[src/rtl/nios_ram_arbiter.sv]
// Two-master round-robin arbiter in front of a single-port RAM,
// with a built-in fill engine that writes CLEAR_VALUE to every word.
module nios_ram_arbiter #(
    parameter int ADDR_W = 13,
    parameter int DATA_W = 32,
    parameter int DEPTH  = 8192,
    parameter logic [DATA_W-1:0] CLEAR_VALUE = '0
) (
    input  logic              clk,
    input  logic              reset_n,

    input  logic [ADDR_W-1:0] m0_address,
    input  logic [3:0]        m0_byteenable,
    input  logic              m0_read,
    input  logic              m0_write,
    input  logic [DATA_W-1:0] m0_writedata,
    output logic [DATA_W-1:0] m0_readdata,
    output logic              m0_readdatavalid,
    output logic              m0_waitrequest,

    input  logic [ADDR_W-1:0] m1_address,
    input  logic [3:0]        m1_byteenable,
    input  logic              m1_read,
    input  logic              m1_write,
    input  logic [DATA_W-1:0] m1_writedata,
    output logic [DATA_W-1:0] m1_readdata,
    output logic              m1_readdatavalid,
    output logic              m1_waitrequest,

    input  logic              clear_start,
    output logic              clear_busy,
    output logic              clear_done,

    output logic [ADDR_W-1:0] ram_address,
    output logic [3:0]        ram_byteenable,
    output logic              ram_chipselect,
    output logic              ram_write,
    output logic [DATA_W-1:0] ram_writedata,
    output logic              ram_clken,
    input  logic [DATA_W-1:0] ram_readdata
);

    localparam logic [0:0] ARB   = 1'b0;
    localparam logic [0:0] CLEAR = 1'b1;

    localparam logic [ADDR_W-1:0] LAST = ADDR_W'(DEPTH - 1);

    logic [0:0]        state;
    logic [ADDR_W-1:0] count;
    logic              last_grant;
    logic              req0, req1;
    logic              gnt0, gnt1;
    logic              arb_ok;
    logic              rvalid0, rvalid1;

    assign req0 = m0_read | m0_write;
    assign req1 = m1_read | m1_write;

    // reset_n gates the grant so stalled masters see waitrequest at once
    assign arb_ok = reset_n && (state == ARB) && !clear_start;

    always_comb begin
        gnt0 = 1'b0;
        gnt1 = 1'b0;
        if (arb_ok) begin
            if (req0 && req1) begin
                gnt0 = last_grant;
                gnt1 = !last_grant;
            end else begin
                gnt0 = req0;
                gnt1 = req1;
            end
        end
    end

    assign clear_busy = (state == CLEAR);
    assign clear_done = clear_busy && (count == LAST);

    always_comb begin
        ram_address    = '0;
        ram_byteenable = 4'h0;
        ram_chipselect = 1'b0;
        ram_write      = 1'b0;
        ram_writedata  = '0;
        unique case (1'b1)
            clear_busy: begin
                ram_address    = count;
                ram_byteenable = 4'hF;
                ram_chipselect = 1'b1;
                ram_write      = 1'b1;
                ram_writedata  = CLEAR_VALUE;
            end
            gnt0: begin
                ram_address    = m0_address;
                ram_byteenable = m0_byteenable;
                ram_chipselect = 1'b1;
                ram_write      = m0_write;
                ram_writedata  = m0_writedata;
            end
            gnt1: begin
                ram_address    = m1_address;
                ram_byteenable = m1_byteenable;
                ram_chipselect = 1'b1;
                ram_write      = m1_write;
                ram_writedata  = m1_writedata;
            end
            default: ;
        endcase
    end

    assign ram_clken        = 1'b1;
    assign m0_waitrequest   = !gnt0;
    assign m1_waitrequest   = !gnt1;
    assign m0_readdata      = ram_readdata;
    assign m1_readdata      = ram_readdata;
    assign m0_readdatavalid = rvalid0;
    assign m1_readdatavalid = rvalid1;

    always_ff @(posedge clk or negedge reset_n) begin
        if (!reset_n) begin
            state      <= ARB;
            count      <= '0;
            last_grant <= 1'b1;
            rvalid0    <= 1'b0;
            rvalid1    <= 1'b0;
        end else begin
            // a simultaneous read+write is a write, so no data returns
            rvalid0 <= gnt0 && !m0_write;
            rvalid1 <= gnt1 && !m1_write;
            if (gnt0 || gnt1) begin
                last_grant <= gnt1;
            end
            if (state == ARB) begin
                if (clear_start) begin
                    state <= CLEAR;
                end
            end else begin
                if (count == LAST) begin
                    count <= '0;
                    state <= ARB;
                end else begin
                    count <= count + 1'b1;
                end
            end
        end
    end

endmodule

[config.mk]
export PLATFORM = sky130hd
export DESIGN_NAME = nios_ram_arbiter
export DESIGN_NICKNAME = d
export VERILOG_FILES = /design/src/rtl/nios_ram_arbiter.sv
export SDC_FILE = /design/constraint.sdc
export NUM_CORES = 1
export LEC_CHECK = 0
export ABC_CLOCK_PERIOD_IN_PS = 5300
export BUFFER_PORTS_ARGS = -buffer_cell sky130_fd_sc_hd__buf_4
export CAP_MARGIN = 20
export CORE_AREA = 2 2 101 103
export CTS_CLUSTER_DIAMETER = 50
export DETAILED_ROUTE_END_ITERATION = 6
export DIE_AREA = 0 0 103 105
export GPL_ROUTABILITY_DRIVEN = 0
export GPL_TIMING_DRIVEN = 0
export PLACE_DENSITY = 0.54
export SYNTH_ARGS = -nofsm -noshare
export SYNTH_HDL_FRONTEND = slang
export SYNTH_SLANG_ARGS = --single-unit
[constraint.sdc]
create_clock -name clk -period 5.3 [get_ports clk]
set_clock_uncertainty 0.15 [all_clocks]
set_input_delay 1.59 -clock clk [delete_from_list [all_inputs] [get_ports clk]]
set_output_delay 1.59 -clock clk [all_outputs]
set_load 0.01 [all_outputs]
==> reports/summary.md <==
The detailed-route wire length per cell is 14.7 um, and the number of warnings printed during yosys synthesis is 0. Setup repair after global routing left no endpoint under its margin. Using the TritonRoute via totals, the vias-per-cell ratio works out to 4.13. Counting the buffers created by CTS gives 3. The effective utilization at floorplan was 20.4%; the combinational share of power was 51.6%.

The overall die height is 105 um, and the fraction of power spent switching nets is 32.5%. The worst register-to-register path ends at count[7]$_DFFE_PN0P_. The critical path's largest stage delay is 0.43 ns.

The tools report the remaining routing DRC violations as 0. The number of buffer and inverter stages on the critical path was 4. For the total routed wirelength, the log shows 8.55 mm. The kind of end point of the critical path was an output pin. The origin of the critical flop-to-flop path is clear_busy$_DFF_PN0_.

TritonCTS built the clock tree. For this run, the register share of the synthesized area comes to 21.7%. The internal portion of the total power is 404 uW. Dividing the final minimum period by the clock period gives 92.2%.

Tracing the worst setup path back leads to its startpoint at reset_n. The kind of cell with the highest combined delay along the critical path is simple AND/OR/NAND/NOR gates. Summed over all nets, the half-perimeter wirelength after detailed placement is 7.29 mm.

After the first detailed-routing iteration, the DRC count stood at 65. The number of inserted filler cells in the final layout was 1026. The area growth from synthesis to layout is 96.6%. The logs give 2408 for the via count and 0.0000694 V for the peak supply drop. Count of nets left with antenna violations after detail routing: 0. Setup total negative slack on the finished layout was measured at 0 ns. The critical path class was in2out.

After synthesis the cells add up to 1970 um2. In this run the worst path has a maximum fanout of 18. For this design the total switching power over the nets is 195 uW.

The clock period minus worst slack was 4.89 ns; the global-route usage over all layers was 14.1%. Counting along the longest clock path gives a buffer depth of 2. The logs give 0 for the count of pins over their slew limit and 359 for the total nets after synthesis. After synthesis, the netlist uses 30 different library cells.

The analysis attributes to cell leakage a power of 0.00206 uW. Total power for the finished layout comes to 599 uW. The depth of the critical timing path with buffers and inverters included works out to 8.

Total number of placement rows: 36. Headroom to the max-slew limit came out at 41.0%. The initial antenna violation count is 0. Prior to clock tree synthesis, the placed netlist has a worst setup slack of 0.404 ns.

The tools report the pin count of the biggest net entering global routing as 19. The capture point of the critical path was ram_writedata[20]. Registers are responsible for 32.0% of the overall power. The number of endpoints with negative hold slack in the final report came out at 0.

The H-tree depth reported by CTS came out at 1. In this run the post-CTS setup repair buffer count came out at 0. The flop and latch count out of synthesis came out at 17.

Across the whole layout, storage elements account for 427 um2. Setup slack on the worst reg-to-reg path comes out at 3.34 ns. On the critical path, the stage with the largest delay is an instance of sky130_fd_sc_hd__or3b_4. The worst setup path is launched from an input port. The post-synthesis area per instance works out to 8.91 um2.

The share of synthesized area in the top cell type comes to 24.8%. In the final layout, the multi-input gates occupy 903 um2. The leading area contributor after synthesis is sky130_fd_sc_hd__buf_4. At the worst endpoint, the arrival time is 3.15 ns. During placement, the flow inserted port buffers numbering 225. The number of antenna diodes in the final layout is 0.

Transition time at the pin with the least slew margin: 0.878 ns. The die covers 10800 um2. Walking the worst path, the cells encountered are buf_4, or3b_4, nor2_2, and2_1, buf_6, buf_6, a22o_1, buf_4. After floorplanning, the core was sized to cover 9640 um2.

The run gives 0 as the number of hold buffers added after cts. In this run the worst hold path is classified as reg2reg. Clock-pin slew of the registers on the worst-case setup and hold paths: 0.06 ns. After technology mapping, the gate count stands at 221. The tools report the via count of the first global-routing pass as 2186. For the count of nets after finishing, the log shows 589.

The power density over the cells was 155 nW/um2; the achievable frequency was 0.205 GHz. The number of gates resized after CTS was 0. The worst setup slack after layout is 0.415 ns, and the clock share of power is 16.4%. Root buffer cell: sky130_fd_sc_hd__clkbuf_8. Yosys attributes the largest share of cell area to sky130_fd_sc_hd__buf_4 25%, sky130_fd_sc_hd__dfrtp_1 20%, sky130_fd_sc_hd__a22o_1 14%. The number of sinks driven by the clock tree was 17; the detailed-router iteration count before antenna repair was 4. The first-pass GRT wire length is 11.8 mm, and the final number of setup-violating endpoints is 0. Of the cells placed in the final design, the portion with a size suffix greater than 1 is 69.8%. The later pin in the worst-skew pair is clocked with a latency of 0.25 ns. The number of maximum-capacitance violations was 0. The required time at the endpoint of the critical path is 3.56 ns, and the total congestion overflow is 0. The worst register-to-register path has a depth of 3. During I/O placement, the number of pins put on the boundary was 259.

The die outline width came out at 103 um. The run finished with clean final reports.
## worst register-to-register path: stages (launching register included)
cell	delay, ns
sky130_fd_sc_hd__dfrtp_1	0.47
sky130_fd_sc_hd__nand4_2	0.23
sky130_fd_sc_hd__nor4_2	0.84
sky130_fd_sc_hd__nor2_1	0.11
## per-stage QoR
stage | cell area, um2 | util (%) | std cells | hold WS (ns)
3_5_place_dp | 3820 | 39.7 | 579 | 0.341
6_report | 3870 | 40.1 | 583 | 0.343
5_1_grt | 3870 | 40.1 | 583 | 0.384
2_1_floorplan | 1970 | - | 221 | 0.309
3_3_place_gp | 3820 | 39.7 | 579 | 0.336
4_1_cts | 3870 | 40.1 | 583 | 0.350
## synthesized netlist by cell type, drive strengths merged
master	instances
inv	2
buf	77
ha	1
mux2i	1
a221o	18
xnor2	8
a22o	32
or3b	1
xor2	3
dfrtp	16
nor2	16
clkbuf	2
or3	1
conb	1
nor4	2
o21a	1
nand4	2
o21ai	2
and2	14
a21oi	3
nor3	3
dfstp	1
nand3	6
or2	1
nand2	6
nand2b	1
## layer usage
layer  share of wire (%)  up-vias  track usage [%]
li1                    -     1187                -
met1                  35     1086             16.0
met2                  53      123             25.6
met3                  10       12             3.14
met4                 1.8        0             4.23
met5                   0        -                0
## worst min path at each step
stage                     depth (start not counted)  slack (ns)                     to                   from
after global routing                              1        0.38  count[12]$_DFFE_PN0P_  count[12]$_DFFE_PN0P_
after detailed placement                          1        0.34  count[12]$_DFFE_PN0P_  count[12]$_DFFE_PN0P_
after floorplan                                   1        0.31  count[12]$_DFFE_PN0P_  count[12]$_DFFE_PN0P_
final                                             1        0.34  count[12]$_DFFE_PN0P_  count[12]$_DFFE_PN0P_
after global placement                            1        0.34  count[12]$_DFFE_PN0P_  count[12]$_DFFE_PN0P_
after CTS                                         1        0.35  count[12]$_DFFE_PN0P_  count[12]$_DFFE_PN0P_
## power by group through the flow
stage | clock network [uW] | logic, uW | registers, uW
2_1_floorplan | 0 | 157 | 184
3_3_place_gp | 0 | 311 | 193
3_5_place_dp | 0 | 313 | 194
4_1_cts | 102 | 314 | 192
5_1_grt | 106 | 337 | 197
6_report | 98.3 | 309 | 192
## layout make-up
type | count | share of cell area, %
inverter | 2 | 0.194
multi-input combinational | 123 | 23.4
timing repair buffer | 225 | 43.7
buffer | 79 | 16.3
sequential | 17 | 11.0
tap | 133 | 4.30
clock buffer | 4 | 1.16
## cells by family after synthesis
kind of cell / Yosys count / synth area share [%]
xor gates and xnor gates: 11 / 4.90
DFF: 17 / 21.7
adders and majority gates: 1 / 0.636
and+or+nand+nor: 53 / 14.6
AOI/OAI and AO/OA: 56 / 25.0
muxes: 1 / 0.509
buffers and inverters: 81 / 32.4
other: 1 / 0.191
## state kept, by name, summed over array words and instances, names as in the netlist
name / flops
count: 13
clear_busy: 1
last_grant: 1
m0_readdatavalid: 1
m1_readdatavalid: 1
## layout by cell type (no fill, tap or decap), types with 2 or more instances in the layout
master and n:
sky130_fd_sc_hd__a21oi_1 3, sky130_fd_sc_hd__a221o_1 18, sky130_fd_sc_hd__a22o_1 32, sky130_fd_sc_hd__and2_1 14, sky130_fd_sc_hd__buf_4 290, sky130_fd_sc_hd__buf_6 12
sky130_fd_sc_hd__clkbuf_1 3, sky130_fd_sc_hd__clkbuf_8 3, sky130_fd_sc_hd__dfrtp_1 16, sky130_fd_sc_hd__inv_2 2, sky130_fd_sc_hd__nand2_1 6, sky130_fd_sc_hd__nand3_1 6
sky130_fd_sc_hd__nor2_1 14, sky130_fd_sc_hd__nor2_2 2, sky130_fd_sc_hd__nor3_1 3, sky130_fd_sc_hd__o21ai_0 2, sky130_fd_sc_hd__xnor2_1 8, sky130_fd_sc_hd__xor2_1 3
(Power assumes the default switching activity.)
